## src/rtl/uart_tx_arbiter.sv

```systemverilog
// Round-robin arbiter sharing one 8N1 UART transmitter among NREQ level requesters.
// Grants a requester, holds tx_start for HOLD_TICKS baud ticks, waits FRAME_TICKS, then acks.
module uart_tx_arbiter #(
  parameter int          NREQ        = 4,
  parameter int          IDW         = 2,
  parameter logic [12:0] BAUD_DIV    = 13'h1457,
  parameter int          HOLD_TICKS  = 2,
  parameter int          FRAME_TICKS = 14
) (
  input  logic                clk,
  input  logic                n_rst,
  input  logic [NREQ-1:0]     req,
  input  logic [8*NREQ-1:0]   req_data,
  output logic [NREQ-1:0]     ack,
  output logic                busy,
  output logic [IDW-1:0]      grant_id,
  output logic [7:0]          tx_din,
  output logic                tx_start
);

  localparam int MAXT = (HOLD_TICKS > FRAME_TICKS) ? HOLD_TICKS : FRAME_TICKS;
  localparam int CW   = $clog2(MAXT + 1);
  localparam int SW   = IDW + 1;

  typedef enum logic [1:0] {ST_IDLE, ST_HOLD, ST_WAIT, ST_DONE} state_t;

  state_t          state_q, state_d;
  logic [12:0]     baud_q, baud_d;
  logic [CW-1:0]   cnt_q, cnt_d;
  logic [IDW-1:0]  last_q, last_d;
  logic [IDW-1:0]  grant_id_q, grant_id_d;
  logic [NREQ-1:0] ack_q, ack_d;
  logic            busy_q, busy_d;
  logic [7:0]      tx_din_q, tx_din_d;
  logic            tx_start_q, tx_start_d;
  logic            tick_s;
  logic            found_s;
  logic [IDW-1:0]  win_s;
  logic [7:0]      data_s [NREQ];

  for (genvar g = 0; g < NREQ; g++) begin : g_data
    assign data_s[g] = req_data[8*g +: 8];
  end

  // Free-running baud divider; the tick phase matches the UART's enable.
  always_comb begin
    baud_d = (baud_q == BAUD_DIV) ? 13'd0 : baud_q + 13'd1;
  end

  assign tick_s = (baud_q == 13'd1);

  // Round-robin scan starting just after the last winner.
  always_comb begin
    logic [SW-1:0]  sum;
    logic [IDW-1:0] idx;
    logic           hit;
    found_s = 1'b0;
    win_s   = '0;
    sum     = '0;
    idx     = '0;
    hit     = 1'b0;
    for (int k = 1; k <= NREQ; k++) begin
      sum     = {1'b0, last_q} + SW'(k);
      idx     = (sum >= SW'(NREQ)) ? IDW'(sum - SW'(NREQ)) : IDW'(sum);
      hit     = req[idx] && !found_s;
      win_s   = hit ? idx : win_s;
      found_s = found_s | hit;
    end
  end

  // Frame sequencing: grant, hold start, time the frame, ack for one cycle.
  always_comb begin
    state_d    = state_q;
    cnt_d      = cnt_q;
    last_d     = last_q;
    grant_id_d = grant_id_q;
    ack_d      = '0;
    busy_d     = busy_q;
    tx_din_d   = tx_din_q;
    tx_start_d = tx_start_q;
    case (state_q)
      ST_IDLE: begin
        if (found_s) begin
          grant_id_d = win_s;
          last_d     = win_s;
          tx_din_d   = data_s[win_s];
          tx_start_d = 1'b1;
          busy_d     = 1'b1;
          cnt_d      = '0;
          state_d    = ST_HOLD;
        end else begin
          state_d = ST_IDLE;
        end
      end
      ST_HOLD: begin
        if (tick_s && (cnt_q == CW'(HOLD_TICKS - 1))) begin
          tx_start_d = 1'b0;
          cnt_d      = '0;
          state_d    = ST_WAIT;
        end else if (tick_s) begin
          cnt_d = cnt_q + CW'(1);
        end else begin
          cnt_d = cnt_q;
        end
      end
      ST_WAIT: begin
        if (tick_s && (cnt_q == CW'(FRAME_TICKS - 1))) begin
          ack_d[grant_id_q] = 1'b1;
          state_d           = ST_DONE;
        end else if (tick_s) begin
          cnt_d = cnt_q + CW'(1);
        end else begin
          cnt_d = cnt_q;
        end
      end
      ST_DONE: begin
        busy_d  = 1'b0;
        state_d = ST_IDLE;
      end
      default: begin
        state_d = ST_IDLE;
      end
    endcase
  end

  // State and registered outputs.
  always_ff @(posedge clk or negedge n_rst) begin
    if (!n_rst) begin
      state_q    <= ST_IDLE;
      baud_q     <= 13'd0;
      cnt_q      <= '0;
      last_q     <= IDW'(NREQ - 1);
      grant_id_q <= '0;
      ack_q      <= '0;
      busy_q     <= 1'b0;
      tx_din_q   <= 8'h00;
      tx_start_q <= 1'b0;
    end else begin
      state_q    <= state_d;
      baud_q     <= baud_d;
      cnt_q      <= cnt_d;
      last_q     <= last_d;
      grant_id_q <= grant_id_d;
      ack_q      <= ack_d;
      busy_q     <= busy_d;
      tx_din_q   <= tx_din_d;
      tx_start_q <= tx_start_d;
    end
  end

  assign ack      = ack_q;
  assign busy     = busy_q;
  assign grant_id = grant_id_q;
  assign tx_din   = tx_din_q;
  assign tx_start = tx_start_q;

endmodule

```

## config.mk

```make
export PLATFORM = sky130hd
export DESIGN_NAME = uart_tx_arbiter
export DESIGN_NICKNAME = d
export VERILOG_FILES = /design/src/rtl/uart_tx_arbiter.sv
export SDC_FILE = /design/constraint.sdc
export NUM_CORES = 1
export LEC_CHECK = 0
export ABC_AREA = 1
export BUFFER_PORTS_ARGS = -buffer_cell sky130_fd_sc_hd__buf_2
export CAP_MARGIN = 5
export CORE_ASPECT_RATIO = 1.25
export CORE_MARGIN = 10
export CORE_UTILIZATION = 50
export CTS_CLUSTER_DIAMETER = 200
export CTS_CLUSTER_SIZE = 12
export DETAILED_ROUTE_END_ITERATION = 10
export PLACE_DENSITY_LB_ADDON = 0.15
export RECOVER_POWER = 50
export SLEW_MARGIN = 20
export SYNTH_ARGS = -nofsm -noshare
export SYNTH_HDL_FRONTEND = slang
export SYNTH_SLANG_ARGS = --single-unit
export TNS_END_PERCENT = 20
```

## constraint.sdc

```tcl
create_clock -name clk -period 2.72 [get_ports clk]
set_input_delay 0.272 -clock clk [delete_from_list [all_inputs] [get_ports clk]]
set_output_delay 0.272 -clock clk [all_outputs]
set_load 0.005 [all_outputs]
```

# Word level (Yosys, flattened, before mapping)
# Index checks and enable logic that the tools add are counted.
# W data, S select, Z words.
# classes
muxes	37
n_lt_le_gt_ge	11
n_addsub	10
n_reduce_logical	18
bitwise_logic	4
eq_ne	11
# ops
operator	n
$mux W4	6
$mux W2	10
$bmux W8 S2	1
$mux W8	2
$ge A3 B3 Y1 const B	5
$lt A2 B3 Y1 const B	5
$add A13 B1 Y13 const B	1
$eq A13 B1 Y1 const B	1
$eq A13 B13 Y1 const B	1
$mux W13	1
$pmux W4 S3	1
$bmux W1 S2	4
$mux W1	8
$ne A2 B2 Y1 const B	4
$pmux W2 S4	1
$sub A2 B1 Y2 const B	4
$add A2 B2 Y3 const B	2
$logic_and A1 B1 Y1	6
$reduce_and A2 Y1	3
$reduce_and A3 Y1	2
$add A4 B1 Y4 const B	1
$eq A2 B2 Y1 const B	2
$eq A4 B1 Y1 const B	1
$eq A4 B4 Y1 const B	1
12 further kinds	18
# word_totals
output_inout_bits	16
input_bits	38
reg_bits	37

# Logic depth before layout (Yosys ltp)
# Gate-level depths: netlist of run 1.
# logic_depth
depth_word	18
ltp_mapped	17

# Worst setup path after synthesis of run 1
# Ideal clock, no wire load.
# synth_path
path_kind	register -> register
start	register last_q[0]
end	register tx_din_q[7] (netlist: tx_din[7])
setup_ns	0.116
synth_period_minus_slack_ns	1.895
path_stages_with_launch	16
required_ns	2.604
n_path_buf	2
arrival_time_ns	1.778
path_slack_ns	0.825
path_cell_list	dfstp_2 > buf_6 > nand2_1 > nand3_1 > nand2_2 > nor2_8 > nand3_4 > nand2_4 > nand2_4 > nand2_8 > buf_12 > nand2_2 > nand3_1 > nand2_1 > nand2_1 > nand2_1
# synth_between
elab_chain_cells	18
word_cells_on_any_way	42
classes_between	add/sub: 8; order compare: 4; mux: 19; bitwise: 4; reduce/logical: 7
# synth_rtl
item	line_no	text
start, declared	30	logic [IDW-1:0] last_q, last_d;
start signal, assigned	132	last_q <= IDW'(NREQ - 1);
start signal, assigned	142	last_q <= last_d;
$add A2 B1 Y3	63	sum = {1'b0, last_q} + SW'(k);
$ge A3 B3 Y1 or $sub A2 B1 Y2 (tied branches)	64	idx = (sum >= SW'(NREQ)) ? IDW'(sum - SW'(NREQ)) : IDW'(sum);
$mux W2	64	
$bmux W1 S2	65	hit = req[idx] && !found_s;
$mux W1 (implied by the code)	65	
$logic_not A1 Y1	65	
$logic_and A1 B1 Y1	65	
$or A1 B1 Y1	67	found_s = found_s | hit;
$logic_not A1 Y1	65	
$logic_and A1 B1 Y1	65	
$or A1 B1 Y1	67	
$logic_not A1 Y1	65	
$logic_and A1 B1 Y1	65	
$mux W2	66	win_s = hit ? idx : win_s;
$not A2 Y3 (implied by the code)	86	tx_din_d = data_s[win_s];
$bmux W8 S2	86	
$mux W8 (implied by the code) (2 in a row)	86	
end signal, assigned	146	tx_din_q <= tx_din_d;
end, declared	34	logic [7:0] tx_din_q, tx_din_d;
# Several ways; a longest one is shown, not always the timed one. The select of a mux whose other input is x is not followed.
# A chain may end at the register's enable or synchronous reset.

# Worst setup path in the final report of run 1
# layout_path
start	register last_q[0]
end	register tx_din_q[4] (netlist: tx_din[4])
# The elaborated chain is that of the path after synthesis.

==> metrics, run 1 <==
status finished, violations left; failing checks max-capacitance violations, max-slew violations; Max FO, Critical Path 17; WP buf/inv 0; port buffer count 53; Crit path max-delay family simple AND/OR/NAND/NOR gates; hold_buf cts 0; Layout Cells excl Fill 491; total grt overflow 0; Final Hold Viols 0; first-pass GRT wire length 10.0 mm; Vias/cell 5.01; max_cap viols 1; CTS tree done; cell total after placement 483; Slew Limit Fails 38; Resize count post-CTS 0; Area Growth Syn to Fin 14.5%; Post-Syn Instances 374; fin crit share 0.794; Layout Nets 475; die area 8700 sq um; Setup Crit Path Kind flip-flop to flip-flop; most used cell, CP nand2_1; IO Pins 54; async set-or-reset flop fraction in the synthesized netlist 1.00; die height 102 um; CP max stage delay 0.70 ns; Pleak 1.77 nW; Worst VDD drop 479 uV; sequential share of the synthesized area 0.347; Skew-Pair Late Insertion Delay 0.29 ns; worst-path cell chain nand2_1 > nand3_1 > nand2_2 > o21ai_2 > nand3_4 > nand2_8 > nand2_1 > nand3_1 > nand2_1 > nand2_1 > nand2_1; Die X 85.5 um; drt initial violations 75; Vias 2461; GRT Overall Usage 0.134; max frequency 0.463 GHz; Routed Wire Length 5.91 mm; final worst slack 0.562 ns; ANT nets after route 0; Cell Pwr Density 384 nW/um^2; Clock Path Buffers 2; CP endpoint kind flip-flop; normalized max-slew margin -0.297; Period minus WS final 2.16 ns; Avg Cell Area, Syn 7.16 sq um; DR WL/cell 12.0 um; Clock Pin Slew Worst Setup and Hold Paths 0.08 ns; # setup viols final 0; CTS Sinks 37; Initial DRT Pass Iterations 4; Root Buffer Master clkbuf_8; syn nets 421; Post-synth EDFFs 0; Slew @ Worst Pin 1.95 ns; share of cells above drive strength 1 0.214; post-synth cell types 34; total CTS buffers 5; Synth Cell Area 2680 sq um; Yosys reg bits 37; H-tree Lvls 2; Most used DFF post-synth dfrtp_1; Routability Congestion 0.820; Core Rows 29; DR DRC count 0; worst slack, placed 0.568 ns; WP data arrival 2.34 ns; post-detail-place hpwl 4.70 mm; overall power 1.18 mW; RSZ-0062 raised after global routing no; Crit-path slowest cell dfstp_2; initial antenna violation count 0; Initial Util 0.520; worst path required time 2.90 ns; Setup Buffers After CTS 0; final clock skew 0.0101 ns; largest net degree at the start of global routing 38; Hold Slack 0.373 ns; vias in the first global route 2300; core footprint 5150 sq um; yosys warns 0; Startpoint Class flip-flop; hold crit path type primary input to flip-flop; n_diodes 0; Setup TNS Final 0 ns
synth_stat cells (3+ instances only):
cell	n	area (sq um)
a21oi_1	3	15.0
buf_6	3	33.8
dfrtp_1	35	876
ha_1	9	113
inv_1	70	263
inv_2	4	15.0
nand2_1	102	383
nand2_2	18	113
nand2_4	4	45.0
nand3_1	53	265
nand4_1	5	31.3
nor2_1	10	37.5
nor3_1	3	15.0
nor4_1	8	50.1
o21ai_0	14	70.1
o21ai_1	7	35.0
xnor2_1	3	26.3
metal layers:
metal,GRT usage,up-vias,wire (um)
li1,-,1289,-
met1,0.171,1117,2660
met2,0.217,49,2860
met3,0.0454,6,348
met4,0.0266,0,40
met5,0,-,0
cell usage in the layout (no fill, tap or decap), types with 7 or more instances in the layout:
cell type / synthesis / routed
buf_2: 0 / 45
clkbuf_1: 1 / 8
dfrtp_1: 35 / 35
ha_1: 9 / 9
inv_1: 70 / 70
nand2_1: 102 / 102
nand2_2: 18 / 18
nand3_1: 53 / 53
nor2_1: 10 / 10
nor4_1: 8 / 8
o21ai_0: 14 / 14
o21ai_1: 7 / 7
final timing paths:
path                               from         to  slack (ns)  cells past startpoint
max                           last_q[0]  tx_din[4]        0.56                     11
min in group asynchronous         n_rst   cnt_q[2]        0.51                      1
min reg2reg                   tx_din[4]  tx_din[4]        0.49                      2
max in group asynchronous         n_rst   cnt_q[3]        1.08                      1
min                        req_data[30]  tx_din[6]        0.37                      7
max reg2reg                   last_q[0]  tx_din[4]        0.56                     11
state kept, by name, indices dropped and copies added (netlist names):
signal / flops
cnt_q: 4
ack: 4
tx_din: 8
grant_id: 2
baud_q: 13
busy: 1
last_q: 2
tx_start: 1
state_q: 2
power breakdown:
part           switching, mW  total [mW]  internal, mW
Combinational         0.0754       0.124        0.0484
Clock                  0.205       0.503         0.298
Sequential                 0       0.550         0.550
Total                  0.280        1.18         0.896
final cells by class:
type                            count  area (sq um)
Fill cell                         533          2090
Multi-Input combinational cell    256          1400
Sequential cell                    37           928
Inverter                           75           289
Timing Repair Buffer               53           255
Clock buffer                        6          82.6
Tap cell                           62          77.6
Clock inverter                      2          37.5
stage by stage:
step	util	instance area (sq um)
4_1_cts	0.597	3080
3_3_place_gp	0.574	2960
6_report	0.595	3070
2_1_floorplan	-	2680
3_5_place_dp	0.574	2960
5_1_grt	0.595	3070
worst min-delay path, stage by stage:
cell	delay, ns
buf_2	0.08
inv_1	0.03
nand2_1	0.05
nand3_1	0.06
nand2_1	0.06
nand2_1	0.04
nand2_1	0.04
kinds of logic (layout without fill, tap and decap cells):
kind of cell | Yosys count | count (layout) | synth area share
AND/OR/NAND/NOR | 216 | 216 | 0.412
buffers and inverters | 81 | 136 | 0.132
flip-flops | 37 | 37 | 0.347
AO/OA/AOI/OAI | 26 | 26 | 0.0509
adder cells (fa/ha/maj) | 9 | 9 | 0.0420
XOR/XNOR | 5 | 5 | 0.0164
Power figures use the tool's default switching activity.
==> run 2: changes to the inputs <==
--- a/config.mk
+++ b/config.mk
@@ -5,7 +5,7 @@
 export SDC_FILE = /design/constraint.sdc
 export NUM_CORES = 1
 export LEC_CHECK = 0
-export ABC_AREA = 1
+export ABC_AREA = 0
 export BUFFER_PORTS_ARGS = -buffer_cell sky130_fd_sc_hd__buf_2
 export CAP_MARGIN = 5
 export CORE_ASPECT_RATIO = 1.25
==> constraint.sdc (replaced) <==
create_clock -name clk -period 2.05 [get_ports clk]
set_input_delay 0.205 -clock clk [delete_from_list [all_inputs] [get_ports clk]]
set_output_delay 0.205 -clock clk [all_outputs]
set_load 0.005 [all_outputs]
==> run 2 against run 1 <==
Compared with the run above:
- the flow finishes with violations (negative hold slack)
- sequential power is 84% higher
- global-route usage is 0.26 points higher
- clock skew is 0.0014 ns lower
- hold slack worse by 0.39 ns
- first-iteration DRC count is 24% lower
- critical endpoint is now state_q[0]
- highest routed layer unchanged
==> metrics, run 2 <==
Crit path max-delay family simple AND/OR/NAND/NOR gates (unchanged); Max FO, Critical Path 6 (was 17); RSZ-0062 raised after global routing no (unchanged); final instance area 2600 sq um (was 3070 sq um); footprint of the multi-input gates 1140 sq um (was 1400 sq um); overall power 2.95 mW (was 1.18 mW); Layout Cells excl Fill 323 (was 491); final clock skew 0.00869 ns (was 0.0101 ns); sequential share of the synthesized area 0.440 (was 0.347); Slew Limit Fails 0 (was 38); most frequent cells after synthesis dfrtp_1, nand2_1, nor2_1, mux2i_1, a21oi_1 (was nand2_1, inv_1, nand3_1, dfrtp_1, nand2_2); CTS Sinks 37 (unchanged); post-synth cell types 45 (was 34); syn nets 251 (was 421); Worst VDD drop 624 uV (was 479 uV); total CTS buffers 5 (unchanged); Root Buffer Master clkbuf_8 (unchanged); max frequency 0.547 GHz (was 0.463 GHz); Most Crowded Layer GR met2 (unchanged); WP data arrival 2.00 ns (was 2.34 ns); Routability Congestion 0.767 (was 0.820); Vias/cell 5.25 (was 5.01); fin crit share 0.892 (was 0.794); largest cells by area after synthesis dfrtp_1, mux2i_1, ha_1, nand2_1, nor2_1 (was dfrtp_1, nand2_1, nand3_1, inv_1, ha_1); Final Hold Viols 3 (was 0); Pleak 1.20 nW (was 1.77 nW); max FFs per register 13 (unchanged); placed inst area 2460 sq um (was 2960 sq um); Die X 78.1 um (was 85.5 um); final worst slack 0.220 ns (was 0.562 ns); Slew @ Worst Pin 0.821 ns (was 1.95 ns); Clock Pin Slew Worst Setup and Hold Paths 0.08 ns (about the same); Vias 1696 (was 2461); Initial Util 0.515 (was 0.520); IO Pins 54 (unchanged); Most used DFF post-synth dfrtp_1 (unchanged); worst slack, placed 0.143 ns (was 0.568 ns); Hold Slack -0.0136 ns (was 0.373 ns); Post-synth EDFFs 0 (unchanged); post-detail-place hpwl 3.59 mm (was 4.70 mm); CTS tree done (unchanged); async set-or-reset flop fraction in the synthesized netlist 1.00 (unchanged); hold crit path type primary input to asynchronous set/reset pin (was primary input to flip-flop); WP buf/inv 0 (unchanged); Setup TNS Final 0 ns (unchanged); hold_buf cts 0 (unchanged); largest net degree at the start of global routing 38 (unchanged); DR DRC count 0 (unchanged); Startpoint Class flip-flop (unchanged); grt met2 use 0.220 (was 0.217); most frequent cell after synthesis dfrtp_1 (was nand2_1); global routing met1 resource utilization 0.161 (was 0.171); total grt overflow 0 (unchanged); n_diodes 0 (unchanged); M3 GR Usage 0.0542 (was 0.0454); Clock Path Buffers 2 (unchanged); die area 7230 sq um (was 8700 sq um); worst-path cell chain nor4_2 > nand4_1 > o31ai_1 > nand2_1 > mux2i_1 (was nand2_1 > nand3_1 > nand2_2 > o21ai_2 > nand3_4 > nand2_8 > nand2_1 > nand3_1 > nand2_1 > nand2_1 > nand2_1); Synth Cell Area 2110 sq um (was 2680 sq um); H-tree Lvls 2 (unchanged); core footprint 4100 sq um (was 5150 sq um); most frequent cells in the layout buf_2, dfrtp_1, nand2_1 (was nand2_1, inv_1, nand3_1); max_cap viols 0 (was 1); Post-Syn Instances 204 (was 374); Setup Crit Path Kind flip-flop to flip-flop (unchanged); status finished, violations left (unchanged); DR WL/cell 14.5 um (was 12.0 um); Register Area 928 sq um (unchanged); Yosys reg bits 37 (unchanged); commonest non-fill, non-tap cell in the layout buf_2 (was nand2_1); failing checks negative hold slack (was max-capacitance violations, max-slew violations); initial antenna violation count 0 (unchanged); top cell type's share of synthesized area 0.415 (was 0.327); CP max stage delay 0.45 ns (was 0.70 ns); drt initial violations 57 (was 75); Area Growth Syn to Fin 23.1% (was 14.5%); die height 92.6 um (was 102 um); worst path required time 2.22 ns (was 2.90 ns); Routed Wire Length 4.68 mm (was 5.91 mm); first-pass GRT wire length 8.19 mm (was 10.0 mm); Cell Pwr Density 1140 nW/um^2 (was 384 nW/um^2); post-layout util 0.633 (was 0.595); share of cells above drive strength 1 0.285 (was 0.214); ANT nets after route 0 (unchanged); Biggest register baud_q (unchanged); Period minus WS final 1.83 ns (was 2.16 ns); Layout Nets 313 (was 475); Avg Cell Area, Syn 10.3 sq um (was 7.16 sq um); cell total after placement 315 (was 483); GRT Overall Usage 0.137 (was 0.134); CP endpoint kind flip-flop (unchanged); Crit-path slowest cell dfrtp_1 (was dfstp_2); port buffer count 53 (unchanged); fillers 364 (was 533); Initial DRT Pass Iterations 4 (unchanged); yosys warns 0 (unchanged); # setup viols final 0 (unchanged); Core Rows 26 (was 29); vias in the first global route 1781 (was 2300); normalized max-slew margin 0.453 (was -0.297); area leader, netlist dfrtp_1 (unchanged); Skew-Pair Late Insertion Delay 0.30 ns (was 0.29 ns)
[run 2: cell count changes in the layout (fill, tap and decap cells not counted), moves of 6 or more]
cell / previous run / this run
nand2_1: 102 / 21
inv_1: 70 / 6
nand3_1: 53 / 7
nand2_2: 18 / 0
mux2i_1: 0 / 14
nor2_1: 10 / 20
o21ai_0: 14 / 4
nor4_1: 8 / 0
o21ai_1: 7 / 0
a21oi_1: 3 / 9
o31ai_1: 0 / 6
[run 2: layout make-up]
type	count	share of cell area
clock inverters	3	0.0265
inverters	6	0.00867
repair buffers	58	0.113
flip-flops and latches	37	0.358
well taps	56	0.0270
multi-input cells	158	0.440
clock buffers	5	0.0265
[run 2: final timing paths]
path                       depth (start not counted)    startpoint         end  slack (ns)
max                                                5     baud_q[2]  state_q[0]        0.22
min                                                1         n_rst   tx_din[0]       -0.01
max reg2reg                                        5     baud_q[2]  state_q[0]        0.22
min reg2reg                                        2     tx_din[6]   tx_din[6]        0.49
max in group asynchronous                          1         n_rst   tx_din[6]        1.53
min in group clk                                   3  req_data[28]   tx_din[4]        0.17
[run 2: report_power, final]
part | switching, mW | internal (mW) | total (mW)
combinational | 0.638 | 0.526 | 1.16
sequential | 0.114 | 0.900 | 1.01
clock | 0.285 | 0.490 | 0.775
[run 2: timing repair]
action                     4_1_cts  5_1_grt
setup buffers                    0        0
setup endpoints to repair        0        2
gates resized for setup          0        1
hold endpoints to repair         0        0
[run 2: kinds of logic (layout without fill, tap and decap cells)]
kind of cell | count (synthesis) | after routing | share of synthesized area
XOR/XNOR | 12 | 12 | 0.0498
buffers and inverters | 9 | 72 | 0.0196
AND/OR/NAND/NOR | 84 | 84 | 0.230
AO/OA/AOI/OAI | 39 | 39 | 0.141
flip-flops | 37 | 37 | 0.440
multiplexers | 14 | 14 | 0.0664
adder cells (fa/ha/maj) | 9 | 9 | 0.0534
[run 2: routing by layer]
layer	routed length, um	up-vias
li1	-	859
met3	432	5
met2	2010	53
met5	0	-
met1	2160	779
met4	68	0
